===== src/rtl/da_fir_sequencer.sv =====
// Control and configuration sequencer for a 4-tap bit-serial distributed-arithmetic FIR.
// Generates per-bit strobes, the coefficient bit-slice (wkl) and owns a double-buffered coefficient bank.
//
//  state | meaning
//  ------+---------------------------------------------------
//  IDLE  | no sample in flight, ready to accept
//  SHIFT | stepping bit index 0..CW-1 through the datapath
//  DONE  | result register valid, waiting for the consumer
module da_fir_sequencer #(
    parameter int CW = 8,
    parameter int CNTW = 3,
    parameter logic [CW-1:0] COEF0 = 8'hF1,
    parameter logic [CW-1:0] COEF1 = 8'hF6,
    parameter logic [CW-1:0] COEF2 = 8'h09,
    parameter logic [CW-1:0] COEF3 = 8'h05
) (
    input  logic            clk_bit,
    input  logic            rst,
    input  logic            in_valid,
    output logic            in_ready,
    output logic            load_x,
    output logic [CNTW-1:0] count,
    output logic [3:0]      wkl,
    output logic            acc_clr,
    output logic            acc_sub,
    output logic            sum_latch,
    output logic            out_valid,
    input  logic            out_ready,
    input  logic            cfg_we,
    input  logic [1:0]      cfg_addr,
    input  logic [CW-1:0]   cfg_data,
    input  logic            cfg_commit,
    output logic            cfg_pending,
    output logic            busy
);

    localparam logic [CNTW-1:0] LAST = CNTW'(CW - 1);
    localparam logic [3:0][CW-1:0] COEF_RST = {COEF3, COEF2, COEF1, COEF0};

    typedef enum logic [1:0] {
        IDLE  = 2'd0,
        SHIFT = 2'd1,
        DONE  = 2'd2
    } state_t;

    state_t state, state_nxt;
    logic [CNTW-1:0] count_q;
    logic first_done;
    logic pending;
    logic apply;
    logic at_last;
    logic [3:0][CW-1:0] shadow, shadow_fwd, active;

    assign at_last = (state == SHIFT) && (count_q == LAST);

    always_ff @(posedge clk_bit) begin
        if (rst) begin
            state      <= IDLE;
            count_q    <= '0;
            first_done <= 1'b0;
        end else begin
            state      <= state_nxt;
            count_q    <= (state == SHIFT && !at_last) ? count_q + 1'b1 : '0;
            first_done <= at_last;
        end
    end

    always_comb begin
        state_nxt = state;
        case (state)
            IDLE:    if (load_x) state_nxt = SHIFT;
            SHIFT:   if (at_last) state_nxt = DONE;
            DONE:    if (out_ready) state_nxt = in_valid ? SHIFT : IDLE;
            default: state_nxt = IDLE;
        endcase
    end

    always_comb begin
        in_ready  = (state == IDLE) || (state == DONE && out_ready);
        load_x    = in_valid && in_ready;
        busy      = (state == SHIFT);
        out_valid = (state == DONE);
        sum_latch = (state == DONE) && first_done;
        acc_clr   = (state == SHIFT) && (count_q == '0);
        acc_sub   = at_last;
        count     = count_q;
        wkl       = '0;
        if (state == SHIFT) begin
            for (int k = 0; k < 4; k++) wkl[k] = active[k][count_q];
        end
    end

    // A write in the same cycle as the copy is forwarded so it lands in active too.
    always_comb begin
        shadow_fwd = shadow;
        if (cfg_we) shadow_fwd[cfg_addr] = cfg_data;
    end

    // Copy only outside SHIFT so a sample never sees its coefficients change mid-flight.
    assign apply = (pending || cfg_commit) && (state != SHIFT);
    assign cfg_pending = pending;

    always_ff @(posedge clk_bit) begin
        if (rst) begin
            shadow  <= COEF_RST;
            active  <= COEF_RST;
            pending <= 1'b0;
        end else begin
            shadow <= shadow_fwd;
            if (apply) begin
                active  <= shadow_fwd;
                pending <= 1'b0;
            end else if (cfg_commit) begin
                pending <= 1'b1;
            end
        end
    end

endmodule


===== config.mk =====
export PLATFORM = sky130hd
export DESIGN_NAME = da_fir_sequencer
export DESIGN_NICKNAME = d
export VERILOG_FILES = /design/src/rtl/da_fir_sequencer.sv
export SDC_FILE = /design/constraint.sdc
export NUM_CORES = 1
export LEC_CHECK = 0
export BUFFER_PORTS_ARGS = -buffer_cell sky130_fd_sc_hd__buf_2
export CAP_MARGIN = 20
export CORE_ASPECT_RATIO = 1.1
export CORE_UTILIZATION = 54
export CTS_BUF_LIST = sky130_fd_sc_hd__clkbuf_8
export CTS_CLUSTER_SIZE = 28
export DETAILED_ROUTE_END_ITERATION = 10
export PLACE_DENSITY = 0.83
export SLEW_MARGIN = 5
export SYNTH_ARGS = -nofsm -noshare
export SYNTH_HDL_FRONTEND = slang
export SYNTH_SLANG_ARGS = --single-unit

===== constraint.sdc =====
create_clock -name clk_bit -period 3.7 [get_ports clk_bit]
set_input_delay 0 -clock clk_bit [delete_from_list [all_inputs] [get_ports clk_bit]]
set_output_delay 0 -clock clk_bit [all_outputs]
set_load 0.01 [all_outputs]

==> flow_summary_export.csv <==
group,metric,value,unit
status,outcome,"completed",
grt,grt_max_degree,71,
yosys,syn-num-nets,345,
yosys,synth.distinct_cells,32,
timing,setup_viol,0,
clocking,clk_pin_slew,0.07,ns
route,ant_nets,0,
yosys,synthTopCellsByCount,"71 x dfxtp_1, 58 x nor2_1, 30 x nand2_1",
worst_setup_path,worstSetupPathType,"register to primary output",
die,coreArea,5130,um^2
worst_setup_path,critPathLaunchType,"register",
die,row_count,27,
yosys,syn_area,2950,um^2
clocking,cts_tree,"done",
placement,place_congestion,0.779,
clocking,cts_buffers,9,
yosys,synth_compound_area_share,11.1,%
route,first_pass_iters,4,
timing,fmax,451,MHz
power,power.total,1.54,mW
grt,grtUsageTotal,22.9,%
timing,hold_viol,0,
timing,whs,0.0462,ns
grt,grt_pass1_vias,2131,
yosys,muxShareOfSynthArea,10.6,%
yosys,yosysTopAreaCellShare,48.2,%
die,die_width,72.5,um
worst_setup_path,cp-end-kind,"primary output",
placement,dp_slack,1.54,ns
timing,rsz0062_at_grt,"false",
route,remaining_drc_errors,0,
clocking,cts_setup_buffers,0,
yosys,synth-edff-count,0,
die,io_pins,31,
timing,setup_tns,0,ns
run,drv_cap,0,
yosys,async_reset_ff_share,0,%
worst_setup_path,r2r-start,"state[1]",
worst_setup_path,critical-path-max-stage-delay,0.76,ns
die,die_h,79.5,um
yosys,ys_ff_latch,71,
final_layout,nets,377,
die,start_util,57.5,%
worst_hold_path,min_to,"state[0]",
route,post_drt_wl_per_cell,13.8,um
yosys,synth_area_per_cell,9.05,um^2
route,wl,6020,um
placement,place_hpwl,3950,um
route,vias,2304,
grt,grt_antenna_before_repair,0,
final_layout,syn_to_final_growth,15.3,%
worst_setup_path,r2r_slack,1.56,ns
worst_hold_path,hp-class,"input pin to register",
timing,fin_crit,2.22,ns
clocking,h-tree-depth,3,
yosys,synth-xor-area-share,0,%
yosys,synth_area_leaders,"dfxtp_1 48%, mux2i_1 9.8%, nor2_1 7.4%",
final_layout,nFillCells,441,
route,drtIter0Drc,156,
timing,slew_viol_final,0,
power,leakagePower,1.62,nW
worst_setup_path,crit_chain,"buf_4 > nor2b_1 > a2111oi_0 > nor3_1 > buf_2",
power,vdd_ir_drop_max,312,uV
clocking,clk_latency,0.34,ns
timing,period_share,59.9,%
worst_setup_path,r2r-end,"active[0]",
clocking,clock_path_buffers,2,
worst_setup_path,required,3.70,ns
power,power.density,453,nW/um^2
timing,tightestPinTransition,0.796,ns
yosys,yosys_warnings,0,
final_layout,drive_gt1_share,12.9,%
worst_setup_path,cp.arrival,2.22,ns
worst_hold_path,hold_start,"in_valid",
yosys,yosys.area.top_type,"dfxtp_1",
route,avgViaCountPerCell,5.30,
timing,layout_setup_ws,1.48,ns
yosys,synth_fa_ha_area_share,1.27,%
clocking,cts_root_buffer,"clkbuf_8",
grt,gr-total-overflow,0,
placement,port_buffers,30,
grt,grt_first_pass_wirelength,9860,um
worst_setup_path,reg2reg_depth,6,
die,die-area,5770,um^2
yosys,yosysMostFrequentCell,"dfxtp_1",
yosys,yosys.area_share.simple,24.8,%
worst_hold_path,whs_path_depth,4,
worst_setup_path,slowest_stage,"dfxtp_1",
clocking,cts.sinks,71,
timing,finClkSkew,0.00335,ns
yosys,synth_top_family_by_area,"simple AND/OR/NAND/NOR gates",
yosys,synth_ff_type,"dfxtp_1",
worst_setup_path,path_max_fanout,14,
final_layout,diodes,0,
yosys,netlist_instances,326,
yosys,seq_area_frac_synth,48.2,%
timing,maxSlewHeadroom,46.8,%
-- final cells by class --
type / instances / area [um^2] / share of cell area [%]
clock buffers: 11 / 151 / 4.45
clock inverters: 5 / 18.8 / 0.551
inverters: 6 / 22.5 / 0.662
multi-input cells: 227 / 1420 / 41.6
flip-flops and latches: 71 / 1420 / 41.7
well taps: 72 / 90.1 / 2.65
repair buffers: 43 / 285 / 8.38
-- metal layers --
metal | track usage, % | share of wire (%)
met4 | 10.8 | 1.4
met3 | 5.81 | 5.0
met2 | 36.2 | 46
met1 | 29.0 | 48
met5 | 0 | 0
-- sequential cells by signal, summed over array words and instances (netlist names) --
signal	cells
active	32
shadow	32
count	3
state	2
cfg_pending	1
first_done	1
-- timing repair --
action                                 CTS  global route
hold buffers                            10             0
gates resized for setup                  0             0
endpoints found under the hold margin   27             0
-- stage by stage --
step                      std cells  instance area, um^2  util (%)
final                           435                 3400      66.3
after detailed placement        408                 3110      60.6
after global placement          408                 3110      60.6
after CTS                       434                 3380      65.9
after floorplan                 326                 2950         -
after global routing            435                 3400      66.3
-- logic make-up (layout without fill, tap and decap cells) --
family          count (synthesis)  after routing
simple gates                  149            149
mux                            31             31
buf+inv                        28             65
compound gates                 44             44
flops                          71             71
fa+ha+maj                       3              3
-- critical path: cells and delay by family (launching register included) --
family,cells,cell delay [ns]
DFF,1,0.76
AOI/OAI and AO/OA,1,0.42
buffers and inverters,2,0.48
and+or+nand+nor,2,0.19
-- placed cells by master (no fill, tap or decap), drive strengths merged --
cell / netlist / layout
or2: 2 / 2
nor2b: 6 / 6
dfxtp: 71 / 71
o21bai: 15 / 15
and3: 14 / 14
clkbuf: 14 / 11
and3b: 1 / 1
nand3: 5 / 5
a22oi: 4 / 4
mux2i: 29 / 29
buf: 8 / 33
o21ai: 2 / 2
a21oi: 1 / 1
inv: 6 / 11
nor3b: 3 / 3
mux2: 2 / 2
a2bb2oi: 1 / 1
ha: 3 / 3
a211oi: 17 / 17
dlygate4sd3: 0 / 10
a2111oi: 4 / 4
or3b: 1 / 1
nor4: 1 / 1
nand3b: 15 / 15
nand2b: 2 / 2
nor2: 59 / 59
nor3: 6 / 6
and2: 4 / 4
nand2: 30 / 30
-- worst max path at each step --
stage	from	endpoint	slack [ns]	cells after the start
after floorplan	count[0]	wkl[1]	2.42	5
after global routing	state[1]	active[25]	1.32	6
after global placement	state[1]	active[0]	1.61	6
after CTS	count[0]	wkl[0]	1.47	5
final	count[0]	wkl[3]	1.48	5
after detailed placement	state[1]	active[6]	1.54	6
-- power breakdown --
part / total (mW) / leakage, nW / internal [mW] / switching, mW
clock: 0.525 / 0.106 / 0.268 / 0.258
sequential: 0.828 / 0.581 / 0.806 / 0.0221
combinational: 0.188 / 0.934 / 0.0817 / 0.107
total: 1.54 / 1.62 / 1.16 / 0.386
Power figures use the tool's default switching activity.
